## src/rtl/fetch_unit.sv

```systemverilog
// Instruction fetch stage: 64x32 instruction memory, PC and a FETCH/HALTED FSM feeding IF_ID.
// One-cycle fetch latency; stall holds PC/IF_ID, a branch squashes to NOP, HLT parks fetch until reset.
module fetch_unit #(
    parameter logic [31:0] RESET_PC   = 32'h0,
    parameter logic [31:0] NOP_WORD   = 32'h38000000,
    parameter logic [5:0]  HLT_OPCODE = 6'b001101
) (
    input  logic        clock,
    input  logic        reset,
    input  logic        stall,
    input  logic        branch_taken,
    input  logic [31:0] branch_target,
    input  logic        imem_we,
    input  logic [5:0]  imem_addr,
    input  logic [31:0] imem_wdata,
    output logic [63:0] IF_ID,
    output logic        halted
);

    typedef enum logic {
        FETCH  = 1'b0,
        HALTED = 1'b1
    } state_t;

    logic [31:0] imem_q [64];

    state_t      state_q, state_d;
    logic [31:0] pc_q, pc_d;
    logic [63:0] if_id_q, if_id_d;
    logic        halted_q, halted_d;
    logic [31:0] fetch_word;

    // Memory is deliberately outside the reset domain so programs survive reset.
    always_ff @(posedge clock) begin
        if (imem_we) begin
            imem_q[imem_addr] <= imem_wdata;
        end
    end

    assign fetch_word = imem_q[pc_q[5:0]];

    always_comb begin
        state_d  = state_q;
        pc_d     = pc_q;
        if_id_d  = if_id_q;
        case (state_q)
            FETCH: begin
                if (branch_taken) begin
                    if_id_d = {pc_q, NOP_WORD};
                    pc_d    = branch_target;
                end else if (!stall) begin
                    if_id_d = {pc_q, fetch_word};
                    pc_d    = pc_q + 32'd1;
                    if (fetch_word[31:26] == HLT_OPCODE) begin
                        state_d = HALTED;
                    end
                end
            end
            HALTED: begin
                if_id_d = {pc_q, NOP_WORD};
            end
            default: begin
                state_d = FETCH;
            end
        endcase
        halted_d = (state_d == HALTED);
    end

    always_ff @(posedge clock) begin
        if (reset) begin
            state_q  <= FETCH;
            pc_q     <= RESET_PC;
            if_id_q  <= {32'h0, NOP_WORD};
            halted_q <= 1'b0;
        end else begin
            state_q  <= state_d;
            pc_q     <= pc_d;
            if_id_q  <= if_id_d;
            halted_q <= halted_d;
        end
    end

    assign IF_ID  = if_id_q;
    assign halted = halted_q;

endmodule
```

## config.mk

```make
export PLATFORM = sky130hd
export DESIGN_NAME = fetch_unit
export DESIGN_NICKNAME = d
export VERILOG_FILES = /design/src/rtl/fetch_unit.sv
export SDC_FILE = /design/constraint.sdc
export NUM_CORES = 2
export LEC_CHECK = 0
export CAP_MARGIN = 15
export CORE_ASPECT_RATIO = 1.2
export CORE_UTILIZATION = 40
export DETAILED_ROUTE_END_ITERATION = 10
export PLACE_DENSITY = 0.62
export SYNTH_ARGS = -nofsm -noshare
export SYNTH_HDL_FRONTEND = slang
export SYNTH_SLANG_ARGS = --single-unit
```

## constraint.sdc

```tcl
create_clock -name clock -period 7.4 [get_ports clock]
set_input_delay 1.11 -clock clock [delete_from_list [all_inputs] [get_ports clock]]
set_output_delay 1.11 -clock clock [all_outputs]
set_load 0.005 [all_outputs]
```

## Yosys cells after proc, flatten, opt, wreduce, memory -nomap -nowiden

Memories as Yosys holds them, arrays and structs flattened. A register that Yosys moved wholly into a read port is not among the register bits.
Index checks and enable logic that the tools add are counted.

- Register bits: 97
- Bits in latches: 0
- Memories kept: 1
- Memory bits (read-only): 0
- Output and inout bits: 65
- Logic and storage cells: 23
- Memory bits (writable): 2048

Memories:

| memory | words | bits a word | rd ports | clocked after memory_dff | wr ports | line | source |
|---|---|---|---|---|---|---|---|
| imem_q | 64 | 32 | 1 | 1 | 1 | 25 | `logic [31:0] imem_q [64];` |

- Add/sub/neg operators: 1
- Eq/ne operators: 3
- $mul: 0
- Multiplexer cells: 13
- Reductions and logical operators: 1
- Order comparisons: 0
- Bitwise logic cells: 1
- Div/mod/pow operators: 0
- Shifts and indexed selects: 0

Operators with widths:

| cell | count |
|---|---|
| $mux 64 | 2 |
| $pmux 64 s2 | 1 |
| $mux 32 | 2 |
| $add 32x1->32 const B | 1 |
| $mux 6 | 2 |
| $eq 6x4->1 const B | 1 |
| $mux 1 | 6 |
| $ne 3x3->1 const B | 1 |
| $ne 2x1->1 const B | 1 |
| $reduce_and 2->1 | 1 |
| $not 1->1 | 1 |

## Longest topological paths before layout

- Depth in word-level cells: 5
- Gate-level depth with buffers: 12
- Depth with buffers taken out: 8

## Worst setup path before layout

Ideal clock, no wire load.

- Path kind: input to register
- From: input imem_addr[5]
- To: memory imem_q[48][0], enable pin
- Slack: 2952 ps
- Setup time: 461 ps
- Required time: 6939 ps
- Data arrival time: 3987 ps
- Stages on the path: 4
- Path buffers: 1
- Cell sequence: clkbuf_1 nand3_1 or3_1 nor3_1

RTL lines:

| what | line | source |
|---|---|---|
| start: declaration | 14 | `input logic [5:0] imem_addr,` |
| end: declaration | 25 |  |

Straight into the memory's write port.

==> flow_summary.toml <==
[layout]
final_nets = 4030
final_util_pct = 46.08
drive_above_1_share_pct = 27.66
synthToLayoutAreaGrowth_pct = 14.63

[placed_design]
port_buffers = 139
hpwl_microns = 126500
gp_congestion = 0.8285
dp_worst_setup_slack_ps = 2871

[clock_network]
cts_buffers = 207
clockRootBuffer = "clkbuf_16"
clockBufferDepth = 3
cts_resized = 0
cts.sinks = 2151
ctsHoldBuffers = 0
postCtsSetupBuffers = 0
cts_tree = "done"
clk_latency_ps = 850
path_clk_slew_ps = 60
cts-htree-levels = 4

[sta]
clock.fmax_mhz = 251.0
fin_skew_ps = 36.27
hold_viol_final = 0
period_minus_slack_ps = 3984
worst_pin_slew_ps = 1186
finalSetupTns_ps = 0
period_share_pct = 53.84
setup_violations = 0
fin_ws_ps = 3416
relSlewSlack_pct = 20.76
finalMaxSlewViolations = 0
rsz0062_at_grt = "no"

[worst_hold_path]
hold_depth = 2
hold_class = "register to register"

[global_routing]
grt_pass1_wl_microns = 305700
grt_max_degree = 113
grt_overflow = 0
antenna_found_initial = 13
grt_pass1_vias = 40040
grt_usage_pct = 20.77

[floorplanning]
die_h_microns = 498.9
die_x_microns = 416.0
start_util_pct = 40.19
io_pins = 140
rows = 182
dieArea_sq_um = 207500
core_sq_um = 204700

[yosys]
synth_edf_count = 2048
yosysWarnings = 0
syn_inst = 3678
synthDistinctLibCells = 56
synth.avg_cell_area_sq_um = 22.37
yosys-top-cells-count = "2048 x edfxtp_1, 606 x mux4_2, 145 x nand2_1"
synthFlopType = "edfxtp_1"
async_flop_share_pct = 0
yosysSeqAreaShare_pct = 77.24
yosysMostFrequentCell = "edfxtp_1"
yosysTopAreaCell = "edfxtp_1"
synthDominantCellAreaShare_pct = 74.74
ys_top_cells_by_area = "edfxtp_1 75%, mux4_2 17%, dfxtp_1 2.5%, nand2_1 0.66%, mux2i_1 0.64%"
ys_ff_latch = 2151
netlist_area_sq_um = 82290
syn_nets = 3754

[outcome]
outcome = "completed"

[critical_path]
path_cells = "buf_12 > buf_4 > mux4_2 > mux4_2 > mux4_2 > a22o_1"
arrival_ps = 4720
crit_fanout = 112
start_kind = "register"
crit_path_max_incr_delay_ps = 820
crit_required_ps = 8130
worst-path-stages = 6
r2r_cells = 6
worst_path_most_repeated_cell = "mux4_2"
path_buf_inv = 2
worstSetupEndpointType = "register"
slowest_stage = "dfxtp_4"
crit_type = "register to register"
path_delay_family = "multiplexers"

[detailed_routing]
drc_errors = 0
routed_wl_microns = 215800
vias = 39680
vias_per_cell = 5.838
detailedRoute.firstIterationViolations = 4834
first_pass_iters = 5
wl_per_cell_microns = 31.76
drtAntennaViolNets = 0

[power_and_ir_drop]
finalPower_w = 0.02539
powerDensity_nw_per_um2 = 269.2
max-vdd-ir-drop_mv = 0.2493
leakagePower_nw = 28.50

[job]
max-cap-violations = 0
==> layer usage <==
metal / wire [microns] / track usage, %
met4: 5630 / 5.826
met3: 15000 / 3.690
met1: 85370 / 27.69
met2: 109800 / 35.00
met5: 20 / 0
==> power by group <==
group	internal [W]	total [W]	switching, W
clock network	0.00556	0.0101	0.00451
logic	0.000754	0.00180	0.00105
registers	0.0134	0.0135	0.0000863
==> worst paths after layout <==
path	startpoint	endpoint	slack [ps]
worst max-delay path	register	IF_ID[14]	3420
worst min register to register	IF_ID[48]	IF_ID[48]	450
worst max register to register	register	IF_ID[14]	3420
worst min-delay path	IF_ID[48]	IF_ID[48]	450
==> kinds of logic (layout without fill, tap and decap cells) <==
group           after synthesis  count (layout)  synth area share (%)
mux                         669             669                 17.37
buf+inv                     221             665                 1.194
compound gates              259             259                 2.126
other cells                   0               6                     0
simple gates                377             377                 2.054
fa+ha+maj                     1               1               0.01520
flops                      2151            2151                 77.24
==> registers in the layout, summed over array words and instances, names as in the netlist, named ones only <==
register	cells
pc_q	32
IF_ID	64
halted	1
imem_q	2048
==> placed cells by master, fill, tap and decap left out, drive strengths merged, types with 7 or more instances in the layout <==
master	n
nand4	13
inv	17
dfxtp	103
a31oi	8
o21ai	33
nand3	33
a22oi	14
nor2b	18
a211oi	21
bufinv	7
o211ai	8
nand2b	10
a21oi	77
buf	170
mux2	10
o221ai	13
a22o	24
nand2	145
mux4	606
clkinv	78
clkdlybuf4s50	105
nor2	105
mux2i	53
o22ai	12
a32o	8
nor4	9
nor3	16
edfxtp	2048
o31ai	7
clkbuf	287
or3	7
==> cell type report <==
cell class                      instances  area, sq um
Antenna cell                            6        15.01
Clock buffer                          287         5619
Clock inverter                         90        773.2
Fill cell                           16740       110400
Inverter                               13        56.30
Multi-Input combinational cell       1306        18240
Sequential cell                      2151        63580
Tap cell                             2668         3338
Timing Repair Buffer                  275         2708
==> tightest hold or removal path, stage by stage, from the launching register on <==
cell	delay (ps)
dfxtp_1	310
nand2_1	50
a21oi_1	50
==> through the flow <==
stage / cells / area, sq um / hold WS [ps]
floorplan: 3678 / 82290 / 448.2
global route: 6792 / 94320 / 475.1
finish: 6796 / 94330 / 450.6
CTS: 6775 / 93980 / 453.8
detailed placement: 6398 / 87590 / 445.2
global placement: 6390 / 87410 / 439.4
(Power assumes the default switching activity.)
